**src/rtl/bcd_multi_timer.sv**
```systemverilog
// Multi-channel MM:SS BCD countdown timer with a shared 1 s prescaler and a scanned 4-digit display.
// Optional egg presets are compiled in when EGG_PRESET_EN is defined.
module bcd_multi_timer #(
    parameter int unsigned NUM_CH    = 2,
    parameter int unsigned TICK_DIV  = 5000000,
    parameter int unsigned SCAN_DIV  = 10000,
    parameter int unsigned ALARM_SEC = 5
) (
    input  logic              clk_5MHz,
    input  logic              reset,
    input  logic [1:0]        sel,
    input  logic              inc_min,
    input  logic              inc_sec,
    input  logic              start,
    input  logic              pause,
    input  logic              clear,
`ifdef EGG_PRESET_EN
    input  logic [1:0]        preset,
    input  logic              preset_ld,
`endif
    output logic [NUM_CH-1:0] busy,
    output logic [NUM_CH-1:0] done,
    output logic [NUM_CH-1:0] alarm,
    output logic [7:0]        an,
    output logic [7:0]        seg
);

    localparam int unsigned TICK_W = (TICK_DIV > 1) ? $clog2(TICK_DIV) : 1;
    localparam int unsigned SCAN_W = (SCAN_DIV > 1) ? $clog2(SCAN_DIV) : 1;
    localparam int unsigned ACNT_W = 8;

    typedef enum logic [1:0] {
        ST_IDLE  = 2'd0,
        ST_RUN   = 2'd1,
        ST_PAUSE = 2'd2,
        ST_ALARM = 2'd3
    } state_t;

    typedef struct packed {
        logic [2:0] m_tens;
        logic [3:0] m_ones;
        logic [2:0] s_tens;
        logic [3:0] s_ones;
    } bcd_time_t;

    // One-second decrement with the BCD borrow chain.
    function automatic bcd_time_t bcd_dec(input bcd_time_t t);
        bcd_time_t r;
        r = t;
        if (t.s_ones != 4'd0) begin
            r.s_ones = t.s_ones - 4'd1;
        end else begin
            r.s_ones = 4'd9;
            if (t.s_tens != 3'd0) begin
                r.s_tens = t.s_tens - 3'd1;
            end else begin
                r.s_tens = 3'd5;
                if (t.m_ones != 4'd0) begin
                    r.m_ones = t.m_ones - 4'd1;
                end else begin
                    r.m_ones = 4'd9;
                    r.m_tens = t.m_tens - 3'd1;
                end
            end
        end
        return r;
    endfunction

    function automatic bcd_time_t bump_sec(input bcd_time_t t);
        bcd_time_t r;
        r = t;
        if (t.s_ones == 4'd9) begin
            r.s_ones = 4'd0;
            r.s_tens = (t.s_tens == 3'd5) ? 3'd0 : t.s_tens + 3'd1;
        end else begin
            r.s_ones = t.s_ones + 4'd1;
        end
        return r;
    endfunction

    function automatic bcd_time_t bump_min(input bcd_time_t t);
        bcd_time_t r;
        r = t;
        if (t.m_ones == 4'd9) begin
            r.m_ones = 4'd0;
            r.m_tens = (t.m_tens == 3'd5) ? 3'd0 : t.m_tens + 3'd1;
        end else begin
            r.m_ones = t.m_ones + 4'd1;
        end
        return r;
    endfunction

`ifdef EGG_PRESET_EN
    function automatic bcd_time_t preset_time(input logic [1:0] p);
        bcd_time_t r;
        r = '0;
        case (p)
            2'd0:    r.m_ones = 4'd6;
            2'd1:    r.m_ones = 4'd8;
            2'd2:    begin r.m_tens = 3'd1; r.m_ones = 4'd3; end
            default: r.m_ones = 4'd3;
        endcase
        return r;
    endfunction
`endif

    function automatic logic [7:0] seg_decode(input logic [3:0] d);
        logic [7:0] s;
        case (d)
            4'd0:    s = 8'hC0;
            4'd1:    s = 8'hF9;
            4'd2:    s = 8'hA4;
            4'd3:    s = 8'hB0;
            4'd4:    s = 8'h99;
            4'd5:    s = 8'h92;
            4'd6:    s = 8'h82;
            4'd7:    s = 8'hF8;
            4'd8:    s = 8'h80;
            4'd9:    s = 8'h90;
            default: s = 8'hFF;
        endcase
        return s;
    endfunction

    // Shared 1 s prescaler
    logic [TICK_W-1:0] presc_q;
    logic              tick_c;

    assign tick_c = (presc_q == TICK_W'(TICK_DIV - 1));

    always_ff @(posedge clk_5MHz or posedge reset) begin
        if (reset) begin
            presc_q <= '0;
        end else if (tick_c) begin
            presc_q <= '0;
        end else begin
            presc_q <= presc_q + TICK_W'(1);
        end
    end

    // Command addressing; out-of-range sel addresses nobody
    logic              sel_ok_c;
    logic [NUM_CH-1:0] hit_c;

    assign sel_ok_c = (32'(sel) < NUM_CH);

    always_comb begin
        for (int i = 0; i < int'(NUM_CH); i++) begin
            hit_c[i] = sel_ok_c && (sel == 2'(i));
        end
    end

    state_t            st_q   [NUM_CH];
    state_t            st_d   [NUM_CH];
    bcd_time_t         tm_q   [NUM_CH];
    bcd_time_t         tm_d   [NUM_CH];
    logic [ACNT_W-1:0] ac_q   [NUM_CH];
    logic [ACNT_W-1:0] ac_d   [NUM_CH];
    logic [NUM_CH-1:0] done_d;
    logic [NUM_CH-1:0] busy_d;
    logic [NUM_CH-1:0] alarm_d;

    // Channel state and output registers
    always_ff @(posedge clk_5MHz or posedge reset) begin
        if (reset) begin
            for (int i = 0; i < int'(NUM_CH); i++) begin
                st_q[i] <= ST_IDLE;
                tm_q[i] <= '0;
                ac_q[i] <= '0;
            end
            busy  <= '0;
            done  <= '0;
            alarm <= '0;
        end else begin
            for (int i = 0; i < int'(NUM_CH); i++) begin
                st_q[i] <= st_d[i];
                tm_q[i] <= tm_d[i];
                ac_q[i] <= ac_d[i];
            end
            busy  <= busy_d;
            done  <= done_d;
            alarm <= alarm_d;
        end
    end

    // Next state: highest-priority command first; an acting clear/pause pre-empts the tick
    always_comb begin
        logic held;
        logic edit;
        held   = 1'b0;
        edit   = 1'b0;
        done_d = '0;
        for (int i = 0; i < int'(NUM_CH); i++) begin
            st_d[i] = st_q[i];
            tm_d[i] = tm_q[i];
            ac_d[i] = ac_q[i];
        end
        for (int i = 0; i < int'(NUM_CH); i++) begin
            held = 1'b0;
            edit = (st_q[i] == ST_IDLE) || (st_q[i] == ST_PAUSE);
            if (hit_c[i]) begin
                if (clear) begin
                    st_d[i] = ST_IDLE;
                    tm_d[i] = '0;
                    ac_d[i] = '0;
                    held    = 1'b1;
                end else if (start) begin
                    if (edit && (tm_q[i] != '0)) begin
                        st_d[i] = ST_RUN;
                    end
                end else if (pause) begin
                    if (st_q[i] == ST_RUN) begin
                        st_d[i] = ST_PAUSE;
                        held    = 1'b1;
                    end
                end
`ifdef EGG_PRESET_EN
                else if (preset_ld) begin
                    if (edit) begin
                        tm_d[i] = preset_time(preset);
                    end
                end
`endif
                else if (inc_min) begin
                    if (edit) begin
                        tm_d[i] = bump_min(tm_q[i]);
                    end
                end else if (inc_sec) begin
                    if (edit) begin
                        tm_d[i] = bump_sec(tm_q[i]);
                    end
                end
            end
            if (tick_c && !held) begin
                if (st_q[i] == ST_RUN) begin
                    tm_d[i] = bcd_dec(tm_q[i]);
                    if (bcd_dec(tm_q[i]) == '0) begin
                        st_d[i]   = ST_ALARM;
                        ac_d[i]   = '0;
                        done_d[i] = 1'b1;
                    end
                end else if (st_q[i] == ST_ALARM) begin
                    if (ac_q[i] == ACNT_W'(ALARM_SEC - 1)) begin
                        st_d[i] = ST_IDLE;
                        ac_d[i] = '0;
                    end else begin
                        ac_d[i] = ac_q[i] + ACNT_W'(1);
                    end
                end
            end
        end
    end

    // Status outputs follow the next state so they line up with the state register
    always_comb begin
        busy_d  = '0;
        alarm_d = '0;
        for (int i = 0; i < int'(NUM_CH); i++) begin
            busy_d[i]  = (st_d[i] == ST_RUN) || (st_d[i] == ST_PAUSE);
            alarm_d[i] = (st_d[i] == ST_ALARM);
        end
    end

    // Display scan
    logic [SCAN_W-1:0] scan_q;
    logic [1:0]        idx_q;
    logic              step_c;
    bcd_time_t         d_tm_c;
    state_t            d_st_c;
    logic              d_odd_c;
    logic [3:0]        digit_c;
    logic [7:0]        an_c;
    logic [7:0]        seg_c;

    assign step_c = (scan_q == SCAN_W'(SCAN_DIV - 1));

    always_comb begin
        d_tm_c  = tm_q[0];
        d_st_c  = st_q[0];
        d_odd_c = ac_q[0][0];
        for (int i = 0; i < int'(NUM_CH); i++) begin
            if (hit_c[i]) begin
                d_tm_c  = tm_q[i];
                d_st_c  = st_q[i];
                d_odd_c = ac_q[i][0];
            end
        end
        case (idx_q)
            2'd0:    begin an_c = 8'hF7; digit_c = {1'b0, d_tm_c.m_tens}; end
            2'd1:    begin an_c = 8'hFB; digit_c = d_tm_c.m_ones;         end
            2'd2:    begin an_c = 8'hFD; digit_c = {1'b0, d_tm_c.s_tens}; end
            default: begin an_c = 8'hFE; digit_c = d_tm_c.s_ones;         end
        endcase
        seg_c = seg_decode(digit_c);
        if ((idx_q == 2'd1) && (d_st_c == ST_RUN)) begin
            seg_c[7] = 1'b0;
        end
        if ((d_st_c == ST_ALARM) && !d_odd_c) begin
            seg_c = 8'hFF;
        end
    end

    always_ff @(posedge clk_5MHz or posedge reset) begin
        if (reset) begin
            scan_q <= '0;
            idx_q  <= '0;
            an     <= 8'hFF;
            seg    <= 8'hFF;
        end else if (step_c) begin
            scan_q <= '0;
            idx_q  <= idx_q + 2'd1;
            an     <= an_c;
            seg    <= seg_c;
        end else begin
            scan_q <= scan_q + SCAN_W'(1);
        end
    end

endmodule

```
**config.mk**
```make
export PLATFORM = sky130hd
export DESIGN_NAME = bcd_multi_timer
export DESIGN_NICKNAME = d
export VERILOG_FILES = /design/src/rtl/bcd_multi_timer.sv
export SDC_FILE = /design/constraint.sdc
export NUM_CORES = 1
export LEC_CHECK = 0
export ABC_AREA = 1
export CAP_MARGIN = 0
export CELL_PAD_IN_SITES_DETAIL_PLACEMENT = 0
export CELL_PAD_IN_SITES_GLOBAL_PLACEMENT = 2
export CORE_MARGIN = 3
export CORE_UTILIZATION = 35
export CTS_CLUSTER_SIZE = 10
export DETAILED_ROUTE_END_ITERATION = 6
export HOLD_SLACK_MARGIN = 0.06
export PLACE_DENSITY = 0.83
export SLEW_MARGIN = 20
export SYNTH_ARGS = -nofsm -noshare
export SYNTH_HDL_FRONTEND = slang
export SYNTH_SLANG_ARGS = --single-unit
```
**constraint.sdc**
```tcl
create_clock -name clk_5MHz -period 3.8 [get_ports clk_5MHz]
set_clock_uncertainty 0.1 [all_clocks]
set_input_delay 0.57 -clock clk_5MHz [delete_from_list [all_inputs] [get_ports clk_5MHz]]
set_output_delay 0.57 -clock clk_5MHz [all_outputs]
set_load 0.05 [all_outputs]
```
* Word-level counts from Yosys, hierarchy flattened *
Memories as Yosys holds them, arrays and structs flattened.
Cells that the tools add are included.

storage, ports and cells
  word-level logic and storage cells = 214
  output and inout port bits = 22
  memories = 1
  input port bits = 9
  bits in registers = 109
  memory bits (read-only) = 112

operators by class
  equal/unequal tests = 29
  $add $sub $neg = 21
  order comparisons = 1
  reduce and logical (&&, ||, !) cells = 29
  mux-type cells = 113

memories
  name              depth  bits a word  read ports  clocked after memory_dff  write ports  line  RTL
  (name not given)  16     7            1           0                         0            109   case (d)

operators by type and width
  cell                   count
  $mux 14                18
  $mux 8                 15
  $mux 10                6
  $mux 4                 12
  $mux 2                 23
  $mux 7                 6
  $mux 3                 12
  $logic_not 14->1       2
  $reduce_bool 14->1     2
  $pmux 4 s3             2
  $add 23x1->23 const B  1
  $eq 23x23->1 const B   1
  $mux 23                1
  $eq 2x2->1 const B     10
  $mux 1                 18
  $add 4x1->4 const B    4
  $add 8x1->8 const B    2
  $eq 4x4->1 const B     4
  $eq 8x3->1 const B     2
  $reduce_bool 4->1      4
  $sub 4x1->4 const B    4
  $add 14x1->14 const B  1
  $eq 14x14->1 const B   1
  $eq 2x1->1 const B     7
  10 further kinds       35

* Longest topological paths before layout *
  word-level depth = 15
  depth in mapped cells = 16
  mapped depth without buffers = 15

* Worst setup path before layout *
No wires, ideal clock.

  path type = reg-to-reg
  from = register tm_q[14] (netlist name)
  to = register busy[0]
  slack = 1.542 ns
  cell stages (with the launch flop) = 14
  path buffers = 1
  arrival = 2.032 ns
  cell sequence = dfrtp_1 > inv_1 > ha_1 > nand3_4 > buf_6 > o21ai_1 > nand2_1 > nor2_1 > nand2_1 > nor2_1 > nand2_1 > or2_1 > o21ai_0 > ha_1

on the way
  longest elaborated chain between the ends = 12
  elaborated cells on any way between the ends = 23
  classes of those cells = add/sub: 1; eq/ne: 2; mux: 15; reduce/logical: 5

RTL lines
  item                                                 line  RTL
  start: declaration                                   155   bcd_time_t tm_q [NUM_CH];
  start signal: indexed assignment                     177   tm_q[i] <= tm_d[i];
  branches (longest 9 deep; another with $sub 4x1->4)  --
  $mux 2 *                                             234   if (tick_c && !held) begin
  $eq 2x1->1 or $eq 2x2->1 (tied branches)             259   busy_d[i] = (st_d[i] == ST_RUN) || (st_d[i] == ST_PAUSE);
  $logic_or 1x1->1 *                                   259
  named net busy_d[0]                                  160   logic [NUM_CH-1:0] busy_d;
  end signal: assignment                               180   busy <= busy_d;
  end: declaration                                     21    output logic [NUM_CH-1:0] busy,

Mark *: on every way through the listed nets, which the timed path passes. The select of a mux whose other input is x is not followed.
A chain may end at the register's enable or synchronous reset.

* Final worst setup path *
  from = input pause
  to = register busy[1]

on the way
  longest elaborated chain between the ends = 10
  elaborated cells on any way between the ends = 18
  classes of those cells = eq/ne: 2; mux: 13; reduce/logical: 3

RTL lines
  item                                      line  RTL
  start: declaration                        15    input logic pause,
  $mux 2                                    211   end else if (pause) begin
  $mux 2                                    207   end else if (start) begin
  $mux 2                                    202   if (clear) begin
  $mux 2                                    201   if (hit_c[i]) begin
  $mux 2                                    243   if (ac_q[i] == ACNT_W'(ALARM_SEC - 1)) begin
  $mux 2                                    242   end else if (st_q[i] == ST_ALARM) begin
  $mux 2                                    235   if (st_q[i] == ST_RUN) begin
  $mux 2 *                                  234
  $eq 2x1->1 or $eq 2x2->1 (tied branches)  259
  $logic_or 1x1->1 *                        259
  named net busy_d[1]                       160

The timed path passes the listed nets; every way through them passes the cells marked *.

==> impl_metrics.json <==
{
  "outcome": "finished, final reports clean",
  "rr_worst_depth": 12,
  "cp-start-kind": "primary input",
  "clk_latency_ns": 0.36,
  "grt_max_degree": 95,
  "ys.warnings.count": 0,
  "powerDensity_nw_per_um2": 328,
  "maxSlewViolCount": 0,
  "dp_slack_ns": 0.503,
  "yosysSeqAreaShare_pct": 34.8,
  "place_area_sq_um": 8170,
  "htree_levels": 3,
  "clock_path_buffers": 2,
  "dr.pass1.iters": 5,
  "drive_above_1_share_pct": 5.94,
  "synthFlopType": "dfrtp_1",
  "postLayoutCellArea_sq_um": 8490,
  "gp_congestion": 0.849,
  "synthCells": 1111,
  "worst-endpoint-required_ns": 3.94,
  "cts_made_buffers": 9,
  "antenna_found_initial": 0,
  "crit_path_end_kind": "flip-flop",
  "final-setup-viol-count": 0,
  "die_area_sq_um": 23500,
  "grt_pass1_vias": 6809,
  "via_per_inst": 4.90,
  "port_buffers": 26,
  "overflow": 0,
  "cts_hold_buf": 0,
  "synth_enable_flop_cells": 0,
  "die_y_um": 153,
  "routed_wl_um": 20800,
  "netlist_area_sq_um": 7600,
  "synth_cell_types": 49,
  "p_leak_nw": 4.35,
  "detail-route-antenna-nets": 0,
  "syn_area_per_cell_sq_um": 6.84,
  "fin_util_pct": 40.1,
  "period_share_pct": 76.6,
  "yosysTopAreaCellShare_pct": 30.6,
  "ctsResizeCount": 0,
  "rsz0062_at_grt": "no",
  "postCtsSetupRepairBufs": 0,
  "start_util_pct": 35.9,
  "route.detailed.drc": 0,
  "crit_fanout": 11,
  "hp-class": "primary input to asynchronous set/reset pin",
  "worst_slack_ns": 0.890,
  "fmax_ghz": 0.344,
  "cts.sinks": 105,
  "ir_drop_uv": 204,
  "ys_seq_elements": 105,
  "ios": 31,
  "critical_path_class": "primary input to flip-flop",
  "yosys-top-cells-area": "dfrtp_1, nand2_1, inv_1",
  "die_x_um": 153,
  "syn_to_final_growth_pct": 11.7,
  "hold_violations": 0,
  "vias": 6951,
  "synth_area_leader_cell": "dfrtp_1",
  "clockRootBuffer": "clkbuf_16",
  "antenna_cells": 0,
  "max_slew_margin_pct": 47.1,
  "async_reset_ff_share_pct": 100,
  "dp_hpwl_um": 15500,
  "grt_pass1_wl_um": 34200,
  "layout_min_cycle_time_ns": 2.91,
  "drv_cap": 0,
  "coreArea_sq_um": 21200,
  "clk_pin_slew_ns": 0.08,
  "fin_setup_tns_ns": 0,
  "tightest_slew_ns": 0.790,
  "grt_use_total_pct": 17.8,
  "layout.nets": 1188,
  "rows": 53,
  "cts_tree": "yes",
  "worstPathArrival_ns": 3.05,
  "wire_per_inst_um": 14.7,
  "drt_iter0_drc": 386
}
worst max-delay path: stages:
cell and delay, ns:
clkdlybuf4s50_1 0.43, inv_1 0.15, nor2_1 0.10, nand3_1 0.12, nor2_1 0.06, nor2_1 0.10
inv_1 0.05, nor2_1 0.61, nand2_1 0.16, inv_1 0.21, nand3_1 0.17, nand2_1 0.10
ha_1 0.22
metal layers:
layer,GRT usage [%],routed length (um),part of all wire [%],vias to the layer above
li1,-,-,-,3634
met1,23.9,10200,49,3204
met2,29.8,9710,47,85
met3,2.15,423,2.0,28
met4,6.27,510,2.4,0
met5,0,0,0,-
flip-flops by register name, indices dropped and copies added (netlist names):
signal and cells:
tm_q 28, idx_q 2, scan_q 14, st_q 4, done 2, alarm 2
presc_q 23, ac_q 16, busy 2, an 4, seg 8
synthesized netlist by cell type, types with 12 or more instances:
master,number
nand2_1,260
inv_1,177
nor2_1,123
nand3_1,94
dfrtp_1,93
o21ai_0,90
ha_1,40
a21oi_1,35
nor3_1,26
xor2_1,19
nand4_1,18
dfstp_2,12
o22ai_1,12
cell families after synthesis:
family | count (synthesis) | synth area share (%)
buffers and inverters | 204 | 10.7
adders and majority gates | 40 | 6.58
xor gates and xnor gates | 21 | 2.42
other | 1 | 0.0493
DFF | 105 | 34.8
muxes | 1 | 0.132
AOI/OAI and AO/OA | 169 | 12.2
and+or+nand+nor | 570 | 33.1
worst paths after layout:
kind                            startpoint          to  slack [ns]
worst max-delay path                 pause     busy[1]        0.89
worst min-delay path                 reset  presc_q[1]        0.36
worst max register to register  presc_q[0]     busy[1]        0.92
worst min register to register   scan_q[0]   scan_q[0]        0.36
max in group asynchronous            reset      seg[1]        2.46
min in group clk_5MHz            scan_q[0]   scan_q[0]        0.36
layout make-up:
cell class / count / area (sq um)
fillers: 2298 / 12700
multi-input cells: 805 / 4160
flip-flops and latches: 105 / 2640
inverters: 184 / 693
well taps: 275 / 344
repair buffers: 34 / 333
clock buffers: 11 / 253
clock inverters: 5 / 67.6
layout by cell type (no fill, tap or decap), drive strengths merged, types with 4 or more instances in the layout:
cell	count
a211oi	5
a21oi	36
a31oi	5
buf	8
clkbuf	11
clkdlybuf4s50	26
conb	4
dfrtp	93
dfstp	12
ha	40
inv	185
nand2	268
nand3	96
nand3b	5
nand4	19
nor2	134
nor3	29
nor4	11
o211ai	7
o21ai	94
o22ai	12
xor2	19
through the flow:
stage / total power [mW] / cells / hold WS (ns)
CTS: 2.82 / 1419 / 0.352
floorplan: 1.62 / 1114 / 0.333
global placement: 1.79 / 1403 / 0.354
global route: 2.95 / 1419 / 0.362
detailed placement: 1.78 / 1403 / 0.357
finish: 2.79 / 1419 / 0.359
where the power goes:
part	total [mW]	internal (mW)	switching, mW	leakage [nW]
clock	1.03	0.560	0.469	0.159
combinational	0.555	0.163	0.392	2.80
sequential	1.21	1.15	0.0510	1.39
(Power assumes the default switching activity.)
==> RTL change, RTL diff (same flow settings) <==
Set the parameter `NUM_CH` to 4 (it was 2).
--- a/src/rtl/bcd_multi_timer.sv
+++ b/src/rtl/bcd_multi_timer.sv
@@ -1,7 +1,7 @@
 // Multi-channel MM:SS BCD countdown timer with a shared 1 s prescaler and a scanned 4-digit display.
 // Optional egg presets are compiled in when EGG_PRESET_EN is defined.
 module bcd_multi_timer #(
-    parameter int unsigned NUM_CH    = 2,
+    parameter int unsigned NUM_CH    = 4,
     parameter int unsigned TICK_DIV  = 5000000,
     parameter int unsigned SCAN_DIV  = 10000,
     parameter int unsigned ALARM_SEC = 5
Interface: changed (resized alarm, busy and done); port bits go from 31 to 37. The function was not compared with the original's and may differ.
==> RTL change against the unedited design <==
Clock power grew 86%; routed wire length grew 74%; sequential cell count rose by 54; worst setup slack improved by 0.057 ns; area after synthesis grew 59%; power rose by 69%; cell area increased by 60%; synthesized cell count rose by 59%; largest power group is now clock; highest routed layer unchanged.
==> RTL change: results (changes against the unedited design) <==
status finished clean; Setup crit end seg[6]; Hold WC Path Type register to register; worst-path maximum fanout 19 (+8); setup slack at placement 0.530 ns (+0.0271 ns); H-tree depth 4 (+1); fraction of area in multi-input gates 51.3% (+2.3 points); met1 GRT Util 28.4% (+4.5 points); crit path launch sel[0]; global placement routability congestion 0.870 (+2.5%); clk_lat worst skew 0.45 ns (+0.09 ns); Final Util 40.1% (-0.098 points); dpl cells 2234 (+59%); largest net degree at the start of global routing 89 (-6.3%); Worst path slowest cell clkdlybuf4s50_1; Post-synth top cells nand2_1, inv_1, nor2_1; pwr dens 349 nW/um^2 (+6.1%); vias per cell 5.06 (+3.2%); Reg2Reg Depth 10 (-2); M1 WL 17900 um (+76%); placed cell area 12900 um^2 (+58%); distinct cell type count after synthesis 61 (+24%); Worst EP arrival 3.14 ns (+0.09 ns); WL/cell 16.0 um (+9.2%); Signal inverters 254 (+38%); Starting DRT DRC Count 679 (+76%); first-pass GRT wire length 59300 um (+73%); clk_buf instances 18 (+7); Area growth, synth to finish 11.9%; Mapped Cells 1766 (+59%); R2R setup slack 0.99 ns (+0.07 ns); Multi-Input Combinational 1326 (+65%); sequential area share after synthesis 32.9% (-1.8 points); Max VDD drop 0.318 mV (+56%); WL met3 1490 um (+250%); nonclk buf count 47 (+38%); Comb group 0.000959 W (+73%); Global Route Usage Sum 20.2% (+2.4 points); fill count 3670 (+60%); met2 wire length 16400 um (+69%); layout cells sized above 1 8.25% (+2.3 points); FF/Latch Area 3990 um^2 (+51%); sequential power share 39.2% (-4.0 points); NetSw 0.00158 W (+73%); vias in the first global route 11000 (+62%); worst slew pin tran 0.610 ns (-0.180 ns); seq_cells 159 (+51%); M2 GR Usage 32.0% (+2.2 points)
RTL change: logic make-up after synthesis:
logic type | count (synthesis) | share of synthesized area [%]
AOI/OAI and AO/OA | 272 | 13.0
xor gates and xnor gates | 33 | 2.38
adders and majority gates | 64 | 6.60
buffers and inverters | 284 | 9.80
DFF | 159 | 32.9
other | 1 | 0.0309
and+or+nand+nor | 953 | 35.2
RTL change: how the worst min path moves through the flow:
stage | endpoint | slack [ns] | cells past startpoint | start
after floorplan | presc_q[22] | 0.34 | 1 | presc_q[22]
after global placement | presc_q[22] | 0.36 | 1 | presc_q[22]
after detailed placement | presc_q[22] | 0.38 | 1 | presc_q[22]
after CTS | presc_q[15] | 0.39 | 2 | reset
after global routing | an[3] | 0.41 | 2 | an[3]
final | presc_q[22] | 0.38 | 1 | presc_q[22]
